### config.mk
export PLATFORM = sky130hd
export DESIGN_NAME = mem_wb_reg
export DESIGN_NICKNAME = d
export VERILOG_FILES = /design/src/rtl/mem_wb_reg_pkg.sv /design/src/rtl/mem_wb_reg_wb_sel.sv /design/src/rtl/mem_wb_reg.sv
export SDC_FILE = /design/constraint.sdc
export NUM_CORES = 1
export LEC_CHECK = 0
export BUFFER_PORTS_ARGS = -buffer_cell sky130_fd_sc_hd__buf_2
export CORE_ASPECT_RATIO = 0.75
export CORE_MARGIN = 2
export CORE_UTILIZATION = 45
export DETAILED_ROUTE_END_ITERATION = 7
export PLACE_DENSITY = 0.76
export SYNTH_ARGS = -nofsm -noshare
export SYNTH_HDL_FRONTEND = slang
export SYNTH_SLANG_ARGS = --single-unit
### constraint.sdc
create_clock -name clk -period 2.1 [get_ports clk]
set_input_delay 0.315 -clock clk [delete_from_list [all_inputs] [get_ports clk]]
set_output_delay 0.315 -clock clk [all_outputs]
set_load 0.01 [all_outputs]
### src/rtl/mem_wb_reg_pkg.sv
// MEM->WB payload layout and writeback-select encodings shared by the WB stage.
// Layout is {RegWrite, MemtoReg[3:0], rd[4:0], result[31:0], rdata[31:0]}, MSB first.
package mem_wb_reg_pkg;

    localparam int MEM_DATA_W = 74;

    localparam int RDATA_LSB  = 0;
    localparam int RESULT_LSB = 32;
    localparam int RD_LSB     = 64;
    localparam int M2R_LSB    = 69;
    localparam int RWR_BIT    = 73;

    localparam logic [3:0] WB_SEL_ALU  = 4'b0001;
    localparam logic [3:0] WB_SEL_LOAD = 4'b0010;
    localparam logic [3:0] WB_SEL_LINK = 4'b0100;
    localparam logic [3:0] WB_SEL_IMM  = 4'b1000;

endpackage

### src/rtl/mem_wb_reg_wb_sel.sv
// Writeback value select; purely combinational, zero latency, no flow control.
// Only the load encoding picks rdata; every other code (including malformed ones) falls back to result.
module mem_wb_reg_wb_sel
    import mem_wb_reg_pkg::*;
(
    input  logic [3:0]  sel,
    input  logic [31:0] result,
    input  logic [31:0] rdata,
    output logic [31:0] wdata
);

    always_comb begin
        wdata = result;
        case (sel)
            WB_SEL_LOAD: wdata = rdata;
            WB_SEL_ALU, WB_SEL_LINK, WB_SEL_IMM: wdata = result;
            default: wdata = result;
        endcase
    end

endmodule

### src/rtl/mem_wb_reg.sv
// MEM->WB register and writeback stage: one cycle from upstream valid to rf_we, 1 instr/cycle.
// wb_stall freezes a held instruction and back-pressures upstream via mem_wb_reg_allow_in.
module mem_wb_reg
    import mem_wb_reg_pkg::*;
#(
    parameter int RETIRE_CNT_W = 32,
    parameter bit TRACE_EN     = 1'b1
) (
    input  logic                    clk,
    input  logic                    reset,
    input  logic [MEM_DATA_W-1:0]   mem_data,
    input  logic                    mem_to_wb_reg_valid,
    output logic                    mem_wb_reg_allow_in,
    input  logic                    wb_stall,
    output logic                    rf_we,
    output logic [4:0]              rf_waddr,
    output logic [31:0]             rf_wdata,
    output logic                    wb_fwd_valid,
    output logic [4:0]              wb_fwd_rd,
    output logic [31:0]             wb_fwd_data,
    output logic                    retire_pulse,
    output logic [RETIRE_CNT_W-1:0] retire_cnt,
    output logic [4:0]              trace_rd,
    output logic [31:0]             trace_wdata
);

    logic                  valid;
    logic [MEM_DATA_W-1:0] payload;
    logic                  ready_go;
    logic                  reg_write;
    logic [3:0]            mem_to_reg;
    logic [4:0]            rd;
    logic [31:0]           result;
    logic [31:0]           rdata;
    logic [31:0]           wb_value;

    assign ready_go            = !wb_stall;
    assign mem_wb_reg_allow_in = !valid || ready_go;

    always_ff @(posedge clk) begin
        if (reset) begin
            valid   <= 1'b0;
            payload <= '0;
        end else if (mem_wb_reg_allow_in) begin
            valid <= mem_to_wb_reg_valid;
            if (mem_to_wb_reg_valid) begin
                payload <= mem_data;
            end
        end
    end

    assign reg_write  = payload[RWR_BIT];
    assign mem_to_reg = payload[M2R_LSB +: 4];
    assign rd         = payload[RD_LSB +: 5];
    assign result     = payload[RESULT_LSB +: 32];
    assign rdata      = payload[RDATA_LSB +: 32];

    mem_wb_reg_wb_sel u_wb_sel (
        .sel    (mem_to_reg),
        .result (result),
        .rdata  (rdata),
        .wdata  (wb_value)
    );

    // Retirement ignores RegWrite; writes to x0 retire but never reach the register file.
    assign retire_pulse = valid && ready_go;
    assign rf_we        = retire_pulse && reg_write && (rd != 5'd0);
    assign rf_waddr     = rd;
    assign rf_wdata     = wb_value;
    assign wb_fwd_valid = rf_we;
    assign wb_fwd_rd    = rd;
    assign wb_fwd_data  = wb_value;

    always_ff @(posedge clk) begin
        if (reset) begin
            retire_cnt <= '0;
        end else if (retire_pulse) begin
            retire_cnt <= retire_cnt + RETIRE_CNT_W'(1);
        end
    end

    generate
        if (TRACE_EN) begin : g_trace
            always_ff @(posedge clk) begin
                if (reset) begin
                    trace_rd    <= '0;
                    trace_wdata <= '0;
                end else if (rf_we) begin
                    trace_rd    <= rd;
                    trace_wdata <= wb_value;
                end
            end
        end else begin : g_no_trace
            assign trace_rd    = '0;
            assign trace_wdata = '0;
        end
    endgenerate

endmodule
# [Yosys cells after proc, flatten, opt, wreduce, memory -nomap -nowiden]
# Index checks and enable logic that the tools add are counted.
[totals] input_bits=78 ff_bits=144 output_inout_bits=147
[classes] n_addsub=1 n_mux=1 reduce_logical=8 n_eq_ne=1
[op_table] operator="32-bit by 1-bit adder with 32-bit output, second input constant" n=1
[op_table] operator="32-bit 2-to-1 mux" n=1
[op_table] operator="5-bit nonzero test" n=1
[op_table] operator="4-bit by 2-bit equality test with 1-bit output, second input constant" n=1
[op_table] operator="1-bit logical AND" n=3
[op_table] operator="1-bit zero test" n=2
[op_table] operator="2-bit AND reduction" n=1
[op_table] operator="1-bit logical OR" n=1

# [Depth between registers and ports, before layout]
[depth] word_depth=4 depth_mapped=7 ltp_nobuf=5

# [Hierarchy]
# A second synthesis with hierarchy kept.
[unflattened] hier_cells=743 area_unflattened_um2=6177.2
[by_module_without_submodules] module="mem_wb_reg" cells_each=707 n_inst=1 area_each_um2=5759.3 seq_area_each_um2=2882.8
[by_module_without_submodules] module="mem_wb_reg_wb_sel" cells_each=36 n_inst=1 area_each_um2=417.9 seq_area_each_um2=0.0

# [Least setup slack after synthesis]
# No wires, ideal clock.
[synth_timing] path_kind="register to output" startpoint="register payload[69]" endpoint="output wb_fwd_data[0]" arrival_ns=1.713 n_path_buf=2 path_slack_ns=0.072 path_stages_with_launch=5 path_cell_list="dfxtp_1 nor4b_1 buf_2 mux2_2 buf_4"
[synth_via] elab_chain_len=2
[synth_rtl] element="from (decl)" line="mem_wb_reg.sv:28" text="logic [MEM_DATA_W-1:0] payload;"
[synth_rtl] element="from (signal assigned)" line="mem_wb_reg.sv:47" text="payload <= mem_data;"
[synth_rtl] element="4-bit by 2-bit equality test with 1-bit output" line="mem_wb_reg_wb_sel.sv:14" text="case (sel)"
[synth_rtl] element="32-bit 2-to-1 mux" line="mem_wb_reg_wb_sel.sv:14"
[synth_rtl] element="to (decl)" line="mem_wb_reg.sv:20" text="output logic [31:0] wb_fwd_data,"
# Every way passes these cells.

# [Worst setup path in the final report]
[layout_timing] startpoint="register payload[69]" endpoint="output rf_wdata[19]"
[layout_via] elab_chain_len=2
[layout_rtl] element="4-bit by 2-bit equality test with 1-bit output" line="mem_wb_reg_wb_sel.sv:14"
[layout_rtl] element="32-bit 2-to-1 mux" line="mem_wb_reg_wb_sel.sv:14"
[layout_rtl] element="to (decl)" line="mem_wb_reg.sv:17" text="output logic [31:0] rf_wdata,"
# Every way passes these cells.

==> impl_metrics.csv <==
group,metric,value,unit
status,outcome,"finished, violations left",
status,failing_checks,"setup timing",
yosys,synth-main-ff-cell,"sky130_fd_sc_hd__dfxtp_1",
die,fp.dieH,104.7,µm
die,initial_core_util,0.4643,
setup_path,startpoint_type,"register",
clocking,clkTransAtPathRegs,70,ps
detailed_routing,detailedRoute.firstPassIterationCount,5,
power_and_ir_drop,leakage,3.674,nW
final_layout,most-common-layout-cells,"sky130_fd_sc_hd__buf_2, sky130_fd_sc_hd__nand2_1, sky130_fd_sc_hd__dfxtp_1",
setup_path,r2r_slack,50,ps
setup_path,crit_path_max_fanout,8,
die,core.rowCount,36,
place,gpl.final_weighted_congestion,0.8228,
yosys,netlist_instances,709,
flow_run,cap_violations,0,
timing,final.setup_skew,10.04,ps
final_layout,area.growth.synth_to_final,38.61,%
clocking,tritoncts.num_buffers,17,
timing,fmax,455.8,MHz
timing,postLayoutSetupSlackWorst,-93.72,ps
yosys,syn_avg_cell_area,8.584,µm²
place,port_buffers,224,
timing,min_period,2194,ps
yosys,synth-xor-area-share,0.01295,
timing,hold_violations,0,
final_layout,final_cell_count_no_fill,1087,
power_and_ir_drop,power.ir.vdd_worst,0.5427,mV
yosys,number_of_enable_type_register_cells_in_the_synthesized_netlist,0,
timing,max-slew-margin-rel,0.7323,
detailed_routing,detailedRoute.firstIterationViolations,319,
grt,overflow,0,
yosys,share_of_synthesized_cell_area_in_and_or_nand_and_nor_gates,0.2002,
die,floorplan.core_area,13110,µm²
clocking,clk_path_buf_depth,2,
detailed_routing,vias,5642,
yosys,synthDistinctLibCells,33,
grt,wire_length_of_the_first_global_routing_pass,26830,µm
yosys,synth-async-reset-ratio,0,
clocking,insertion_delay,420,ps
final_layout,layout-drive-gt1-share,0.3760,
detailed_routing,final_antenna_net_count,0,
setup_path,worstPathRequired,1780,ps
detailed_routing,via_per_inst,5.190,
place,placedCellCount,1040,
yosys,mappedNetlistNets,788,
grt,grt_start_max_net_pins,75,
yosys,post_synth_adder_cell_area,0.002056,
place,post-dp-hpwl,10590,µm
timing,rsz0062_at_grt,"true",
setup_path,reg2regPathDepth,5,
detailed_routing,detail_route.drc_violations,0,
clocking,tritoncts,"yes",
final_layout,layout.cells.most_common,"sky130_fd_sc_hd__buf_2",
yosys,ys_seq_area_frac,0.4737,
worst_hold_path,worst_hold_startpoint,"mem_data[21]",
detailed_routing,route.final.wire_length,17160,µm
detailed_routing,wire_per_inst,15.79,µm
worst_hold_path,hold_worst_path_end,"payload[21]$_SDFFE_PP0P_",
yosys,number_of_synthesized_register_bits,144,
die,floorplan.die_area,14480,µm²
yosys,synth.area.mux_share,0.1184,
setup_path,critical_path_class,"reg -> out",
die,chipWidth,138.3,µm
setup_path,reg2reg_to,"retire_cnt[31]$_SDFFE_PP0N_",
yosys,synth-compound-area-share,0.1065,
die,floorplan.io_pins,225,
power_and_ir_drop,pwr_density_cell,799.4,nW/µm²
clocking,htreeDepth,4,
final_layout,fin_util,0.6436,
setup_path,setup.worst_path.end_class,"output port",
grt,grt_usage,0.2289,
setup_path,crit_arrival,1880,ps
timing,min_period_over_period,1.045,
power_and_ir_drop,final_total_power,6.743,mW
worst_hold_path,worstHoldPathType,"in -> reg",
grt,vias_in_the_first_global_route,5151,
timing,worstMarginPinSlew,401.5,ps
final_layout,num-nets-final,981,
yosys,synth_area,6086,µm²
clocking,tritoncts_num_sinks,144,
timing,pins_over_their_slew_limit,0,
timing,setup_viol,64,
grt,number_of_antenna_violations_at_the_first_check_in_global_routing,1,
yosys,dominant_combinational_cell_family_by_area_after_synthesis,"simple AND/OR/NAND/NOR gates",
setup_path,timing.rr.start,"retire_cnt[14]$_SDFFE_PP0N_",
clocking,clock-root-buffer,"sky130_fd_sc_hd__clkbuf_16",
yosys,synthesis.yosys.warnings,0,
worst_hold_path,timing.hold.worst_path_depth,3,
## power breakdown
part / total [mW] / switching [mW] / internal (mW)
Combinational: 0.752 / 0.370 / 0.382
Sequential: 2.88 / 0.0571 / 2.82
Clock: 3.11 / 1.23 / 1.88
## sequential cells by signal, indices dropped and copies added, names as in the netlist
register	cells
payload	74
retire_cnt	32
trace_wdata	32
trace_rd	5
valid	1
## logic make-up after synthesis
kind of cell | after synthesis
adders and majority gates | 1
buffers and inverters | 92
and+or+nand+nor | 273
DFF | 144
muxes | 68
AOI/OAI and AO/OA | 122
xor gates and xnor gates | 9
## repair_timing
action / in CTS / in global routing
pin swaps: 1 / 3
setup endpoints to repair: 66 / 73
hold buffers: 0 / 0
resized for setup: 57 / 48
setup buffers: 5 / 6
cloned: 2 / 1
## synthesized netlist by cell type (2+ instances only)
cell / number / area [µm²]
sky130_fd_sc_hd__inv_1: 3 / 11.26
sky130_fd_sc_hd__nand4_1: 9 / 56.30
sky130_fd_sc_hd__o21ai_0: 9 / 45.04
sky130_fd_sc_hd__and3_1: 3 / 18.77
sky130_fd_sc_hd__nand2_1: 161 / 604.3
sky130_fd_sc_hd__or3_1: 9 / 56.30
sky130_fd_sc_hd__xnor2_1: 5 / 43.79
sky130_fd_sc_hd__o31ai_1: 13 / 97.59
sky130_fd_sc_hd__buf_2: 8 / 40.04
sky130_fd_sc_hd__nor3_1: 2 / 10.01
sky130_fd_sc_hd__mux2_2: 32 / 360.4
sky130_fd_sc_hd__a21oi_1: 99 / 495.5
sky130_fd_sc_hd__xor2_1: 4 / 35.03
sky130_fd_sc_hd__nand2b_1: 2 / 12.51
sky130_fd_sc_hd__and4_1: 3 / 26.28
sky130_fd_sc_hd__buf_4: 43 / 322.8
sky130_fd_sc_hd__nor2_1: 46 / 172.7
sky130_fd_sc_hd__buf_1: 3 / 11.26
sky130_fd_sc_hd__dfxtp_1: 144 / 2883
sky130_fd_sc_hd__clkbuf_1: 34 / 127.6
sky130_fd_sc_hd__nand3_1: 12 / 60.06
sky130_fd_sc_hd__or4_1: 17 / 127.6
sky130_fd_sc_hd__and2_1: 3 / 18.77
sky130_fd_sc_hd__mux2i_1: 36 / 360.4
## critical path: stages, from the launching register on
cell	delay [ps]
sky130_fd_sc_hd__dfxtp_2	330
sky130_fd_sc_hd__nor4b_4	300
sky130_fd_sc_hd__buf_4	190
sky130_fd_sc_hd__buf_12	150
sky130_fd_sc_hd__mux2_4	340
sky130_fd_sc_hd__buf_6	130
## how the worst max path moves through the flow
stage,from,end,cells after the start,slack [ps]
final,payload[69]$_SDFFE_PP0P_,rf_wdata[19],5,-90
after global routing,payload[69]$_SDFFE_PP0P_,rf_wdata[27],5,-180
after CTS,payload[72]$_SDFFE_PP0P_,wb_fwd_data[19],5,-170
after detailed placement,retire_cnt[14]$_SDFFE_PP0N_,retire_cnt[31]$_SDFFE_PP0N_,5,60
after global placement,wb_stall,retire_cnt[27]$_SDFFE_PP0N_,6,120
after floorplan,payload[69]$_SDFFE_PP0P_,wb_fwd_data[0],4,70
## layer usage
metal	vias to the layer above	wire length [µm]	GRT usage
met4	0	200	0.07143
met5	-	0	0
met1	2653	7728	0.3078
li1	2763	-	-
met3	15	1106	0.06599
met2	211	8128	0.3568
## metrics by stage
step	TNS [ps]	setup slack [ps]	area, µm²	hold slack (ps)
finish	-4606	-93.72	8436	129.2
global route	-10320	-184.9	8436	114.1
CTS	-8434	-168.3	8148	110.1
detailed placement	0	58.33	7171	443.9
global placement	0	117.7	7171	439.1
floorplan	0	72.19	6086	431.6
## area by class of cell
cell class              instances  area [µm²]
repair buffers                263        1872
clock buffers                  17       425.4
flip-flops and latches        144        2894
fillers                      1055        4672
clock inverters                15       183.9
multi-input cells             473        2833
inverters                       3       11.26
well taps                     171       214.0
diodes                          1       2.502
No activity file was read; power rests on OpenSTA's default activity.
